===== config.mk =====
export PLATFORM = sky130hd
export DESIGN_NAME = ex_stage_pipe
export DESIGN_NICKNAME = d
export VERILOG_FILES = /design/src/rtl/ex_pkg.sv /design/src/rtl/ex_stage_pipe_mul.sv /design/src/rtl/ex_stage_pipe.sv
export SDC_FILE = /design/constraint.sdc
export NUM_CORES = 1
export LEC_CHECK = 0
export BUFFER_PORTS_ARGS = -buffer_cell sky130_fd_sc_hd__buf_2
export CORE_AREA = 5 5 239 241
export DETAILED_ROUTE_END_ITERATION = 7
export DIE_AREA = 0 0 244 246
export PLACE_DENSITY = 0.65
export SYNTH_ARGS = -nofsm -noshare
export SYNTH_HDL_FRONTEND = slang
export SYNTH_SLANG_ARGS = --single-unit

===== constraint.sdc =====
create_clock -name clk -period 5.27 [get_ports clk]
set_input_delay 0.2635 -clock clk [delete_from_list [all_inputs] [get_ports clk]]
set_output_delay 0.2635 -clock clk [all_outputs]
set_load 0.005 [all_outputs]

===== src/rtl/ex_pkg.sv =====
// Shared encodings for the execute stage: funct codes, ALUOp/forwarding selects,
// internal operation and FSM enums, plus the funct decoder.
package ex_pkg;

    localparam logic [5:0] FUNCT_ADD = 6'h20;
    localparam logic [5:0] FUNCT_SUB = 6'h22;
    localparam logic [5:0] FUNCT_AND = 6'h24;
    localparam logic [5:0] FUNCT_OR  = 6'h25;
    localparam logic [5:0] FUNCT_NOR = 6'h27;
    localparam logic [5:0] FUNCT_SLT = 6'h2A;
    localparam logic [5:0] FUNCT_MUL = 6'h18;

    localparam logic [1:0] ALUOP_ADD   = 2'b00;
    localparam logic [1:0] ALUOP_SUB   = 2'b01;
    localparam logic [1:0] ALUOP_RTYPE = 2'b10;

    localparam logic [1:0] FWD_REG = 2'b00;
    localparam logic [1:0] FWD_MEM = 2'b01;
    localparam logic [1:0] FWD_WB  = 2'b10;

    typedef enum logic [3:0] {
        OP_ADD, OP_SUB, OP_AND, OP_OR, OP_NOR, OP_SLT, OP_MUL, OP_ZERO
    } alu_op_e;

    typedef enum logic {S_IDLE, S_MUL} state_e;

    // ALUOp 11 behaves as add; mul degrades to a zero result when the multiplier is absent.
    function automatic alu_op_e decode_op(input logic [1:0] alu_op, input logic [5:0] funct,
                                          input logic mul_en);
        alu_op_e op;
        op = OP_ADD;
        if (alu_op == ALUOP_SUB) op = OP_SUB;
        else if (alu_op == ALUOP_RTYPE) begin
            case (funct)
                FUNCT_ADD: op = OP_ADD;
                FUNCT_SUB: op = OP_SUB;
                FUNCT_AND: op = OP_AND;
                FUNCT_OR:  op = OP_OR;
                FUNCT_NOR: op = OP_NOR;
                FUNCT_SLT: op = OP_SLT;
                FUNCT_MUL: op = mul_en ? OP_MUL : OP_ZERO;
                default:   op = OP_ZERO;
            endcase
        end
        return op;
    endfunction

endpackage


===== src/rtl/ex_stage_pipe_mul.sv =====
// Iterative shift-add multiplier: one partial product per cycle, XLEN cycles per product.
// done/product are combinational on the final iteration so the caller can register them.
module ex_mul_iter #(
    parameter int XLEN = 32
) (
    input  logic            clk,
    input  logic            rst,
    input  logic            start,
    input  logic            abort,
    input  logic [XLEN-1:0] a,
    input  logic [XLEN-1:0] b,
    output logic            done,
    output logic [XLEN-1:0] product
);
    localparam int CW = $clog2(XLEN);

    logic            busy;
    logic [CW-1:0]   cnt;
    logic [XLEN-1:0] mcand, mplier, acc, acc_n;

    assign acc_n   = mplier[0] ? acc + mcand : acc;
    assign done    = busy && (cnt == CW'(XLEN - 1));
    assign product = acc_n;

    always_ff @(posedge clk) begin
        if (rst || abort) begin
            busy   <= 1'b0;
            cnt    <= '0;
            mcand  <= '0;
            mplier <= '0;
            acc    <= '0;
        end else if (start) begin
            busy   <= 1'b1;
            cnt    <= '0;
            mcand  <= a;
            mplier <= b;
            acc    <= '0;
        end else if (busy) begin
            acc    <= acc_n;
            mcand  <= mcand << 1;
            mplier <= mplier >> 1;
            cnt    <= done ? '0 : cnt + 1'b1;
            busy   <= ~done;
        end
    end
endmodule


===== src/rtl/ex_stage_pipe.sv =====
// Registered EX stage: forwarding, ALU, branch target, and a stalling multi-cycle mul.
// Outputs form the EX/MEM bundle; out_valid pulses once per accepted instruction.
module ex_stage_pipe
    import ex_pkg::*;
#(
    parameter int XLEN   = 32,
    parameter bit MUL_EN = 1
) (
    input  logic            clk,
    input  logic            rst,
    input  logic            in_valid,
    input  logic [5:0]      function_code,
    input  logic [1:0]      ALUOp,
    input  logic            ALUSrc,
    input  logic [XLEN-1:0] data1,
    input  logic [XLEN-1:0] data2,
    input  logic [XLEN-1:0] imm,
    input  logic [XLEN-1:0] pc_plus4,
    input  logic [4:0]      rd,
    input  logic [1:0]      fwd_a_sel,
    input  logic [1:0]      fwd_b_sel,
    input  logic [XLEN-1:0] mem_fwd_data,
    input  logic [XLEN-1:0] wb_fwd_data,
    input  logic            flush,
    output logic            stall,
    output logic            out_valid,
    output logic [XLEN-1:0] ALU_result,
    output logic            Zero,
    output logic [XLEN-1:0] store_data,
    output logic [XLEN-1:0] branch_target,
    output logic [4:0]      out_rd
);
    state_e          state, state_n;
    alu_op_e         op;
    logic [XLEN-1:0] op_a, fwd_b, op_b, alu_res, bt;
    logic [XLEN-1:0] pend_store, pend_bt, mul_prod;
    logic [4:0]      pend_rd;
    logic            accept, start_mul, mul_done;

    always_comb begin
        case (fwd_a_sel)
            FWD_MEM: op_a = mem_fwd_data;
            FWD_WB:  op_a = wb_fwd_data;
            default: op_a = data1;
        endcase
        case (fwd_b_sel)
            FWD_MEM: fwd_b = mem_fwd_data;
            FWD_WB:  fwd_b = wb_fwd_data;
            default: fwd_b = data2;
        endcase
    end

    assign op_b = ALUSrc ? imm : fwd_b;
    assign bt   = pc_plus4 + (imm << 2);
    assign op   = decode_op(ALUOp, function_code, MUL_EN);

    always_comb begin
        alu_res = '0;
        case (op)
            OP_ADD: alu_res = op_a + op_b;
            OP_SUB: alu_res = op_a - op_b;
            OP_AND: alu_res = op_a & op_b;
            OP_OR:  alu_res = op_a | op_b;
            OP_NOR: alu_res = ~(op_a | op_b);
            OP_SLT: alu_res = {{(XLEN-1){1'b0}}, $signed(op_a) < $signed(op_b)};
            default: alu_res = '0;
        endcase
    end

    assign stall     = (state == S_MUL);
    assign accept    = in_valid && (state == S_IDLE) && !flush;
    assign start_mul = accept && (op == OP_MUL);

    generate
        if (MUL_EN) begin : g_mul
            ex_mul_iter #(.XLEN(XLEN)) u_mul (
                .clk(clk), .rst(rst), .start(start_mul), .abort(flush),
                .a(op_a), .b(op_b), .done(mul_done), .product(mul_prod)
            );
        end else begin : g_nomul
            assign mul_done = 1'b0;
            assign mul_prod = '0;
        end
    endgenerate

    always_ff @(posedge clk) begin
        if (rst) state <= S_IDLE;
        else     state <= state_n;
    end

    always_comb begin
        state_n = state;
        case (state)
            S_IDLE: if (start_mul) state_n = S_MUL;
            S_MUL:  if (flush || mul_done) state_n = S_IDLE;
            default: state_n = S_IDLE;
        endcase
    end

    always_ff @(posedge clk) begin
        if (rst) begin
            out_valid     <= 1'b0;
            ALU_result    <= '0;
            Zero          <= 1'b0;
            store_data    <= '0;
            branch_target <= '0;
            out_rd        <= '0;
            pend_store    <= '0;
            pend_bt       <= '0;
            pend_rd       <= '0;
        end else begin
            out_valid <= 1'b0;
            if (state == S_MUL) begin
                // flush on the final iteration still suppresses the result
                if (mul_done && !flush) begin
                    out_valid     <= 1'b1;
                    ALU_result    <= mul_prod;
                    Zero          <= (mul_prod == '0);
                    store_data    <= pend_store;
                    branch_target <= pend_bt;
                    out_rd        <= pend_rd;
                end
            end else if (start_mul) begin
                pend_store <= fwd_b;
                pend_bt    <= bt;
                pend_rd    <= rd;
            end else if (accept) begin
                out_valid     <= 1'b1;
                ALU_result    <= alu_res;
                Zero          <= (alu_res == '0);
                store_data    <= fwd_b;
                branch_target <= bt;
                out_rd        <= rd;
            end
        end
    end
endmodule


* Yosys cells after proc, flatten, opt, wreduce, memory -nomap -nowiden
Cells that the tools add are included.
** Word-level totals
- Bits of input ports :: 214
- Output and inout bits :: 104
- Flip-flop bits (word level) :: 275
** Operators by class
- Equality and inequality tests :: 22
- Add/subtract/negate cells :: 5
- Multiplexer cells :: 42
- $lt $le $gt $ge :: 1
- Reductions and logical operators :: 16
- Bitwise operators :: 5
** Operators with widths (number)
- 32-bit 2-to-1 mux :: 18
- 32-bit case mux with 6 select lines :: 1
- 32-bit case mux with 2 select lines :: 2
- 32-bit adder :: 3
- 32-bit logical NOT :: 2
- 6-bit equality test, second input constant :: 6
- 32-bit AND :: 1
- 32-bit < comparator :: 1
- 32-bit NOT :: 1
- 32-bit bitwise OR :: 1
- 32-bit subtractor :: 1
- 5-bit 2-to-1 mux :: 5
- 3-bit case mux with 7 select lines :: 1
- 4-bit by 3-bit equality test with 1-bit output, second input constant :: 3
- 1-bit 2-to-1 mux :: 12
- 4-bit by 2-bit equality test with 1-bit output, second input constant :: 2
- 2-bit by 1-bit equality test with 1-bit output, second input constant :: 3
- 2-bit equality test, second input constant :: 3
- 6-bit by 5-bit equality test with 1-bit output, second input constant :: 1
- 3-bit 2-to-1 mux :: 2
- 5-bit by 1-bit adder with 5-bit output, second input constant :: 1
- 5-bit equality test, second input constant :: 1
- 1-bit logical AND :: 5
- 4-bit by 1-bit equality test with 1-bit output, second input constant :: 1
- 11 further kinds :: 14

* Logic depth before layout (Yosys ltp)
Gate-level depths: netlist (run 1).
- Depth after elaboration :: 10
- Depth in mapped cells :: 24
- Mapped depth without buffers :: 23

* Cells and area by module
Synthesis (run 1) repeated with hierarchy kept, for this count alone.
** Second synthesis, totals
- Cell total of the unflattened synthesis :: 3009
- Area total of the unflattened synthesis :: 21854.7 µm²
** Modules (own cells, without submodules)
- ex_stage_pipe :: seq. area each 3463.3 µm², cells each 2205, times used 1, area an instance 15457.3 µm²
- ex_mul_iter :: seq. area each 2042.0 µm², cells each 804, times used 1, area an instance 6397.4 µm²

* Worst setup path after synthesis (run 1)
Ideal clock, no wire load.
- Kind :: input port to flip-flop
- Start point :: input fwd_b_sel[0]
- End point :: register Zero
- Cell stages on the path :: 23
- Required time :: 5.211 ns
- Data arrival time :: 4.593 ns
- Setup slack :: 0.618 ns
- Path buffers :: 2
- Cells stage by stage :: inv_1 ha_1 clkbuf_1 buf_1 nor2_1 a21oi_1 nor2_1 a21oi_1 inv_1 ha_1 fa_1 nand2b_1 a2111oi_4 o21ai_2 o211ai_2 a21oi_1 a211oi_2 a31oi_1 or4_1 a211oi_2 nor4b_2 nand3_1 nand2_1
** On the way
- Word-level cells in the longest chain between the ends :: 10
- Elaborated cells between the ends (all ways) :: 15
- Classes of those cells :: add/sub: 2; order compare: 1; eq/ne: 2; mux: 6; bitwise: 3; reduce/logical: 1
** Ends and longest elaborated chain
- start: declaration :: line ex_stage_pipe.sv:21 : input logic [1:0] fwd_b_sel,
- 2-bit equality test or 2-bit by 1-bit equality test with 1-bit output (tied branches) :: line ex_stage_pipe.sv:46 : case (fwd_b_sel)
- 32-bit case mux with 2 select lines (*) :: line ex_stage_pipe.sv:46
- 32-bit 2-to-1 mux (*) :: line ex_stage_pipe.sv:53 : assign op_b = ALUSrc ? imm : fwd_b;
- branches (longest 2 deep; another with 32-bit subtractor)
- 32-bit case mux with 6 select lines (*) :: line ex_stage_pipe.sv:59 : case (op)
- 32-bit logical NOT (*) :: line ex_stage_pipe.sv:130 : Zero <= (alu_res == '0);
- 1-bit 2-to-1 mux (*) :: line ex_stage_pipe.sv:127 : end else if (accept) begin
- 1-bit 2-to-1 mux (*) :: line ex_stage_pipe.sv:123 : end else if (start_mul) begin
- 1-bit 2-to-1 mux (*) :: line ex_stage_pipe.sv:113 : if (state == S_MUL) begin
- end signal: assignment :: line ex_stage_pipe.sv:118 : Zero <= (mul_prod == '0);
- end signal: assignment :: line ex_stage_pipe.sv:130
- end: declaration :: line ex_stage_pipe.sv:28 : output logic Zero,
Every way passes the cells marked *. The select of a mux whose other input is x is not followed.
A chain may end at the register's enable or synchronous reset.

* Worst setup path after layout (run 1)
- Start point :: input fwd_b_sel[1]
- End point :: register Zero
The elaborated chain is that of the path after synthesis.

==> metrics.yaml, run 1 <==
run_status:
  outcome: "finished, violations left"
  violations: "antenna rules"
cts:
  cts_root_buffer: "clkbuf_16"
  htree_num_levels: 2
  clk_transition_reported_paths_ns: 0.06
  clk-insertion-delay-late_ns: 0.56
  numCtsBuffers: 35
  cts_sinks: 275
  clockBufferDepth: 3
  cts_tree: "built"
  cts_resized: 0
  cts_setup_buffers: 0
die:
  coreArea_mm2: 0.05466
  io_pins: 318
  start_util: 0.3960
  die_w_um: 244
  rows: 86
  die_h_um: 246
  dieArea_mm2: 0.06002
sta:
  hold_viol: 0
  setup_viol: 0
  fmax_mhz: 216.3
  rsz0062_at_grt: "false"
  worst_pin_slew_ns: 1.025
  slew_headroom: 0.3072
  worst_slack_ns: 0.6464
  clock_skew_ns: 0.01660
  worst_hold_slack_ns: 0.06365
  drv_slew: 0
  finalCritPeriodShare: 0.8773
  fin_setup_tns_ns: 0
  fin_crit_ns: 4.624
synthesis:
  syn_avg_cell_area_um2: 7.375
  synth_seq_cells: 275
  yosysWarningCount: 0
  synth_ff_type: "dfxtp_1"
  synth_fp_nets: 3324
  yosysSeqAreaShare: 0.2543
  synthCells: 2935
  synthArstFlopShare: 0
  synth_edf_count: 0
  ys_types: 95
  mappedNetlistArea_mm2: 0.02165
detailed_routing:
  drc: 0
  dr.pass1.iters: 6
  wl_mm: 88.97
  drtIter0Drc: 2755
  vias: 23352
  wire_per_inst_um: 22.61
  viasPerCell: 5.934
  ant_nets: 1
final_layout:
  n_fill_cell: 5541
  drive_above_1_share: 0.1680
  fin_util: 0.4654
  nNetsFinal: 3585
  fin_area_mm2: 0.02544
  layout.cells.non_filler: 3935
  syn_to_final_growth_pct: 17.53
power_and_ir_drop:
  clkPwrFrac: 0.348
  p_leak_nw: 10.57
  internal-power_mw: 4.468
  vdd_drop_max_v: 0.0001754
  comb_power_share: 0.341
  power_mw: 6.994
  pwr-share-seq: 0.311
  switching_power_mw: 2.526
  switching_share: 0.3612
  power_density_mw_per_mm2: 274.9
worst_setup_path:
  arrival_ns: 5.12
  rrSetupSlack_ns: 1.44
  timing.rr.end: "Zero"
  crit_end: "Zero"
  critical_path.startpoint_type: "input pin"
  crit_fanout: 4
  reg2reg_depth: 13
  path_class: "input pin to register"
  crit_path_end_kind: "register"
  rr_startpoint: "g_mul.u_mul.mcand[1]"
  startpoint: "fwd_b_sel[1]"
  crit_required_ns: 5.76
placed_design:
  dpl.cell_count: 3856
  hpwl_mm: 69.65
  routabilityCongestion: 1.093
  io_buffers: 317
  post-place-ws_ns: 0.1995
  dpl_cell_area_mm2: 0.02419
global_routing:
  antenna_found_initial: 9
  overflow: 0
  grt_pass1_wl_mm: 132.9
  grt_usage: 0.2813
  grt_start_max_net_pins: 122
  grt_pass1_vias: 21550
flow_run:
  maxCapViolCount: 0
worst_hold_path:
  hold_path_class: "input pin to register"
==> flip-flops by register name, summed over array words and instances, names as in the netlist, 32 cells and up <==
signal and count:
ALU_result 32, branch_target 32, g_mul.u_mul.acc 32, g_mul.u_mul.mcand 32, g_mul.u_mul.mplier 32, pend_bt 32
pend_store 32, store_data 32
==> worst min-delay path by stage <==
| stage | slack (ns) | end | start | depth (start not counted) |
|---|---|---|---|---|
| 6_report | 0.06 | ALU_result[5] | rst | 2 |
| 5_1_grt | 0.07 | ALU_result[5] | rst | 2 |
| 4_1_cts | 0.05 | ALU_result[5] | rst | 2 |
| 2_1_floorplan | 0.40 | pend_bt[0] | pc_plus4[0] | 2 |
| 3_3_place_gp | 0.44 | pend_bt[9] | pend_bt[9] | 2 |
| 3_5_place_dp | 0.44 | ALU_result[6] | ALU_result[6] | 2 |
==> routing by layer <==
metal / vias to the layer above / global-route usage / part of all wire
li1: 11122 / - / -
met1: 10889 / 0.3874 / 0.43
met2: 1142 / 0.4428 / 0.44
met3: 191 / 0.05739 / 0.094
met4: 8 / 0.09243 / 0.037
met5: - / 0 / 0.00054
==> Yosys cell counts, drive strengths merged, types with 17 or more instances <==
cell type	instances	share of area
dfxtp	275	0.25
a21oi	356	0.083
ha	171	0.099
mux2i	124	0.057
clkbuf	158	0.027
nand2	267	0.046
a31oi	21	0.0061
a21o	34	0.012
buf	46	0.011
o211ai	38	0.013
nand2b	31	0.0090
a211oi	163	0.057
xnor2	42	0.017
nor3	71	0.016
nand4	28	0.0081
xor2	19	0.0077
inv	116	0.020
o21bai	17	0.0059
o21ai	115	0.027
nor2b	22	0.0064
nor2	459	0.080
a22oi	78	0.027
nand3	30	0.0069
==> what timing repair did <==
item / in CTS / in global routing
hold buffers: 7 / 0
hold endpoints to repair: 7 / 0
endpoints found under the setup margin: 0 / 0
==> critical path, cell delays in order <==
cell and delay [ns]:
buf_2 0.11, inv_1 0.04, ha_1 0.21, a22oi_1 0.16, nor2_1 0.06, a21oi_1 0.25, nor2_1 0.07, a21oi_1 0.26
inv_1 0.11, ha_1 0.23, fa_1 0.46, nand2b_1 0.22, a2111oi_4 0.46, nand2b_1 0.19, a2bb2oi_1 0.17, mux2i_1 0.09
a211oi_1 0.49, nand2_1 0.10, nor4_1 0.32, buf_4 0.16, nand4_1 0.14, nor4b_2 0.37, nand3_1 0.12, nand2_1 0.06
==> power by group through the flow <==
stage	Sequential (mW)	Clock, mW	Combinational (mW)
6_report	2.18	2.43	2.38
5_1_grt	2.18	2.56	2.55
4_1_cts	2.18	2.47	2.31
3_5_place_dp	2.22	0	2.30
3_3_place_gp	2.22	0	2.30
2_1_floorplan	2.22	0	1.42
==> cells in the final DEF, fill, tap and decap left out, drive strengths merged, types with 10 or more instances in the layout <==
cell type / netlist / final
a211oi: 163 / 163
xor2: 19 / 19
nand4: 28 / 28
nand2b: 31 / 31
or3: 14 / 14
nor3: 71 / 71
inv: 116 / 119
nor2b: 22 / 22
and2: 10 / 10
a22oi: 78 / 78
dfxtp: 275 / 275
nand3: 30 / 30
or2: 10 / 10
diode: 0 / 11
o31a: 11 / 11
o211ai: 38 / 38
a21o: 34 / 34
o21a: 16 / 16
o31ai: 14 / 14
a31oi: 21 / 21
mux2i: 124 / 124
a21oi: 356 / 356
nand2: 267 / 267
buf: 46 / 421
o21ai: 115 / 115
nor2: 459 / 459
a311oi: 10 / 10
o21bai: 17 / 17
ha: 171 / 171
xnor2: 42 / 42
clkbuf: 158 / 49
==> cell type report <==
class | instances | area (µm²) | share of cell area
Antenna cell | 11 | 27.53 | 0.001082
Clock buffer | 49 | 1020 | 0.04008
Clock inverter | 12 | 135.1 | 0.005312
Inverter | 117 | 444.2 | 0.01746
Multi-Input combinational cell | 2339 | 14930 | 0.5867
Sequential cell | 275 | 5514 | 0.2167
Tap cell | 704 | 880.8 | 0.03462
Timing Repair Buffer | 428 | 2494 | 0.09802
==> logic make-up (layout without fill, tap and decap cells) <==
group	after synthesis	count (layout)	synth area share
AND/OR/NAND/NOR	993	993	0.2010
AO/OA/AOI/OAI	980	980	0.2983
buffers and inverters	321	606	0.05867
flip-flops	275	275	0.2543
adder cells (fa/ha/maj)	175	175	0.1025
multiplexers	130	130	0.06046
XOR/XNOR	61	61	0.02468
other	0	11	0
Note: power is estimated with default switching activity, not from simulation.
==> run 2: changes to the inputs <==
==> constraint.sdc (replaced) <==
create_clock -name clk -period 4.5 [get_ports clk]
set_input_delay 0.225 -clock clk [delete_from_list [all_inputs] [get_ports clk]]
set_output_delay 0.225 -clock clk [all_outputs]
set_load 0.005 [all_outputs]
==> metrics.yaml, run 2 (synthesized netlist as in run 1, its figures left out) <==
sta:
  worst_pin_slew_ns: 1.099
  drv_slew: 0
  clock_skew_ns: 0.01092
  finalCritPeriodShare: 0.9389
  fin_crit_ns: 4.225
  slew_headroom: 0.2674
  hold_viol: 0
  fin_setup_tns_ns: 0
  fmax_mhz: 236.7
  setup_viol: 0
cts:
  htree_num_levels: 2
  clk_transition_reported_paths_ns: 0.06
  cts_tree: "built"
  clk-insertion-delay-late_ns: 0.55
  cts_sinks: 275
  numCtsBuffers: 35
  clockBufferDepth: 3
  cts_root_buffer: "clkbuf_16"
final_layout:
  drive_above_1_share: 0.2503
  most-common-layout-cells: "nor2_1, buf_4, a21oi_1"
  nNetsFinal: 3922
  fin_area_mm2: 0.02804
  fin_util: 0.5130
  syn_to_final_growth_pct: 29.56
  final_common_cell: "nor2_1"
worst_setup_path:
  arrival_ns: 4.71
  crit_path_end_kind: "register"
  crit_required_ns: 4.99
  reg2reg_depth: 15
  crit_fanout: 4
  rrSetupSlack_ns: 0.78
  path_class: "input pin to register"
  rr_startpoint: "g_mul.u_mul.mcand[0]"
  startpoint: "fwd_b_sel[1]"
  critical_path.startpoint_type: "input pin"
  timing.rr.end: "Zero"
  crit_end: "Zero"
detailed_routing:
  wire_per_inst_um: 22.09
  dr.pass1.iters: 8
  drc: 0
  drtIter0Drc: 2148
  viasPerCell: 5.705
  vias: 24322
  ant_nets: 0
  wl_mm: 94.18
power_and_ir_drop:
  vdd_drop_max_v: 0.0002140
  p_leak_nw: 12.22
  power_density_mw_per_mm2: 318.5
  power_mw: 8.933
flow_run:
  maxCapViolCount: 0
die:
  coreArea_mm2: 0.05466
  dieArea_mm2: 0.06002
  start_util: 0.3960
  die_w_um: 244
  die_h_um: 246
  io_pins: 318
  rows: 86
worst_hold_path:
  hold_path_class: "input pin to register"
  min_from: "flush"
global_routing:
  grt_usage: 0.2986
  overflow: 0
  grt_pass1_vias: 22785
  grt_start_max_net_pins: 164
  antenna_found_initial: 9
  grt_pass1_wl_mm: 140.1
run_status:
  outcome: "complete, no violations"
placed_design:
  dpl_cell_area_mm2: 0.02672
  io_buffers: 317
  hpwl_mm: 75.63
  routabilityCongestion: 1.038
==> run 2: cell count changes in the layout (fill, tap and decap cells not counted), sizes merged <==
cell	change
clkinvlp	+3
bufinv	+1
buf	+337
diode	-8
clkinv	-2
clkbuf	-2
inv	-1
==> run 2: worst min-delay path by stage <==
stage	depth (start not counted)	end
2_1_floorplan	2	pend_bt[0]
3_3_place_gp	2	pend_bt[5]
3_5_place_dp	2	ALU_result[25]
4_1_cts	3	stall
5_1_grt	3	stall
6_report	3	stall
==> run 2: final cells by class <==
type                            instances  area, µm²
Fill cell                            5512      26620
Antenna cell                            3      7.507
Inverter                              117      444.2
Sequential cell                       275       5514
Timing Repair Buffer                  765       5024
Multi-Input combinational cell       2339      15000
Clock inverter                         13      172.7
Clock buffer                           47       1001
Tap cell                              704      880.8
==> run 2: metal layers <==
| layer | GRT usage | vias up | wire [µm] |
|---|---|---|---|
| met3 | 0.05858 | 150 | 7440 |
| met2 | 0.4788 | 952 | 42180 |
| li1 | - | 11789 | - |
| met5 | 0 | - | 40 |
| met4 | 0.07600 | 8 | 2939 |
| met1 | 0.4145 | 11423 | 41580 |
==> run 2: repair_timing <==
| action | CTS | global route |
|---|---|---|
| hold buffers | 7 | 0 |
| resized for setup | 0 | 16 |
| hold endpoints to repair | 7 | 0 |
| buffers inserted | 0 | 0 |
| setup endpoints to repair | 0 | 1 |
==> run 2: critical path, cell delays in order <==
cell,delay [ns]
buf_2,0.10
inv_1,0.04
ha_1,0.20
a22oi_1,0.17
nor2_1,0.06
a21oi_1,0.19
nor2_1,0.09
a21oi_2,0.17
inv_1,0.09
ha_1,0.22
fa_1,0.44
nand2b_1,0.22
a2111oi_4,0.48
o21ai_4,0.15
buf_4,0.16
a21oi_2,0.13
buf_4,0.14
a21oi_1,0.09
o21bai_1,0.15
a21oi_1,0.09
or4_1,0.43
a211oi_2,0.21
nor4b_4,0.27
nand3_1,0.12
nand2_1,0.06
==> run 2: stage by stage <==
stage | cells | hold slack (ns) | setup slack (ns)
detailed placement | 4193 | 0.4425 | -0.3406
global route | 4262 | 0.1058 | -0.02348
finish | 4263 | 0.08705 | 0.2748
floorplan | 2935 | 0.3655 | 0.08923
CTS | 4260 | 0.05527 | 0.2215
global placement | 4193 | 0.4372 | -0.3431
==> run 2: power by group <==
group,internal (mW),switching (mW)
sequential,2.51,0.0404
clock,1.74,1.15
combinational,1.53,1.95
total,5.78,3.15
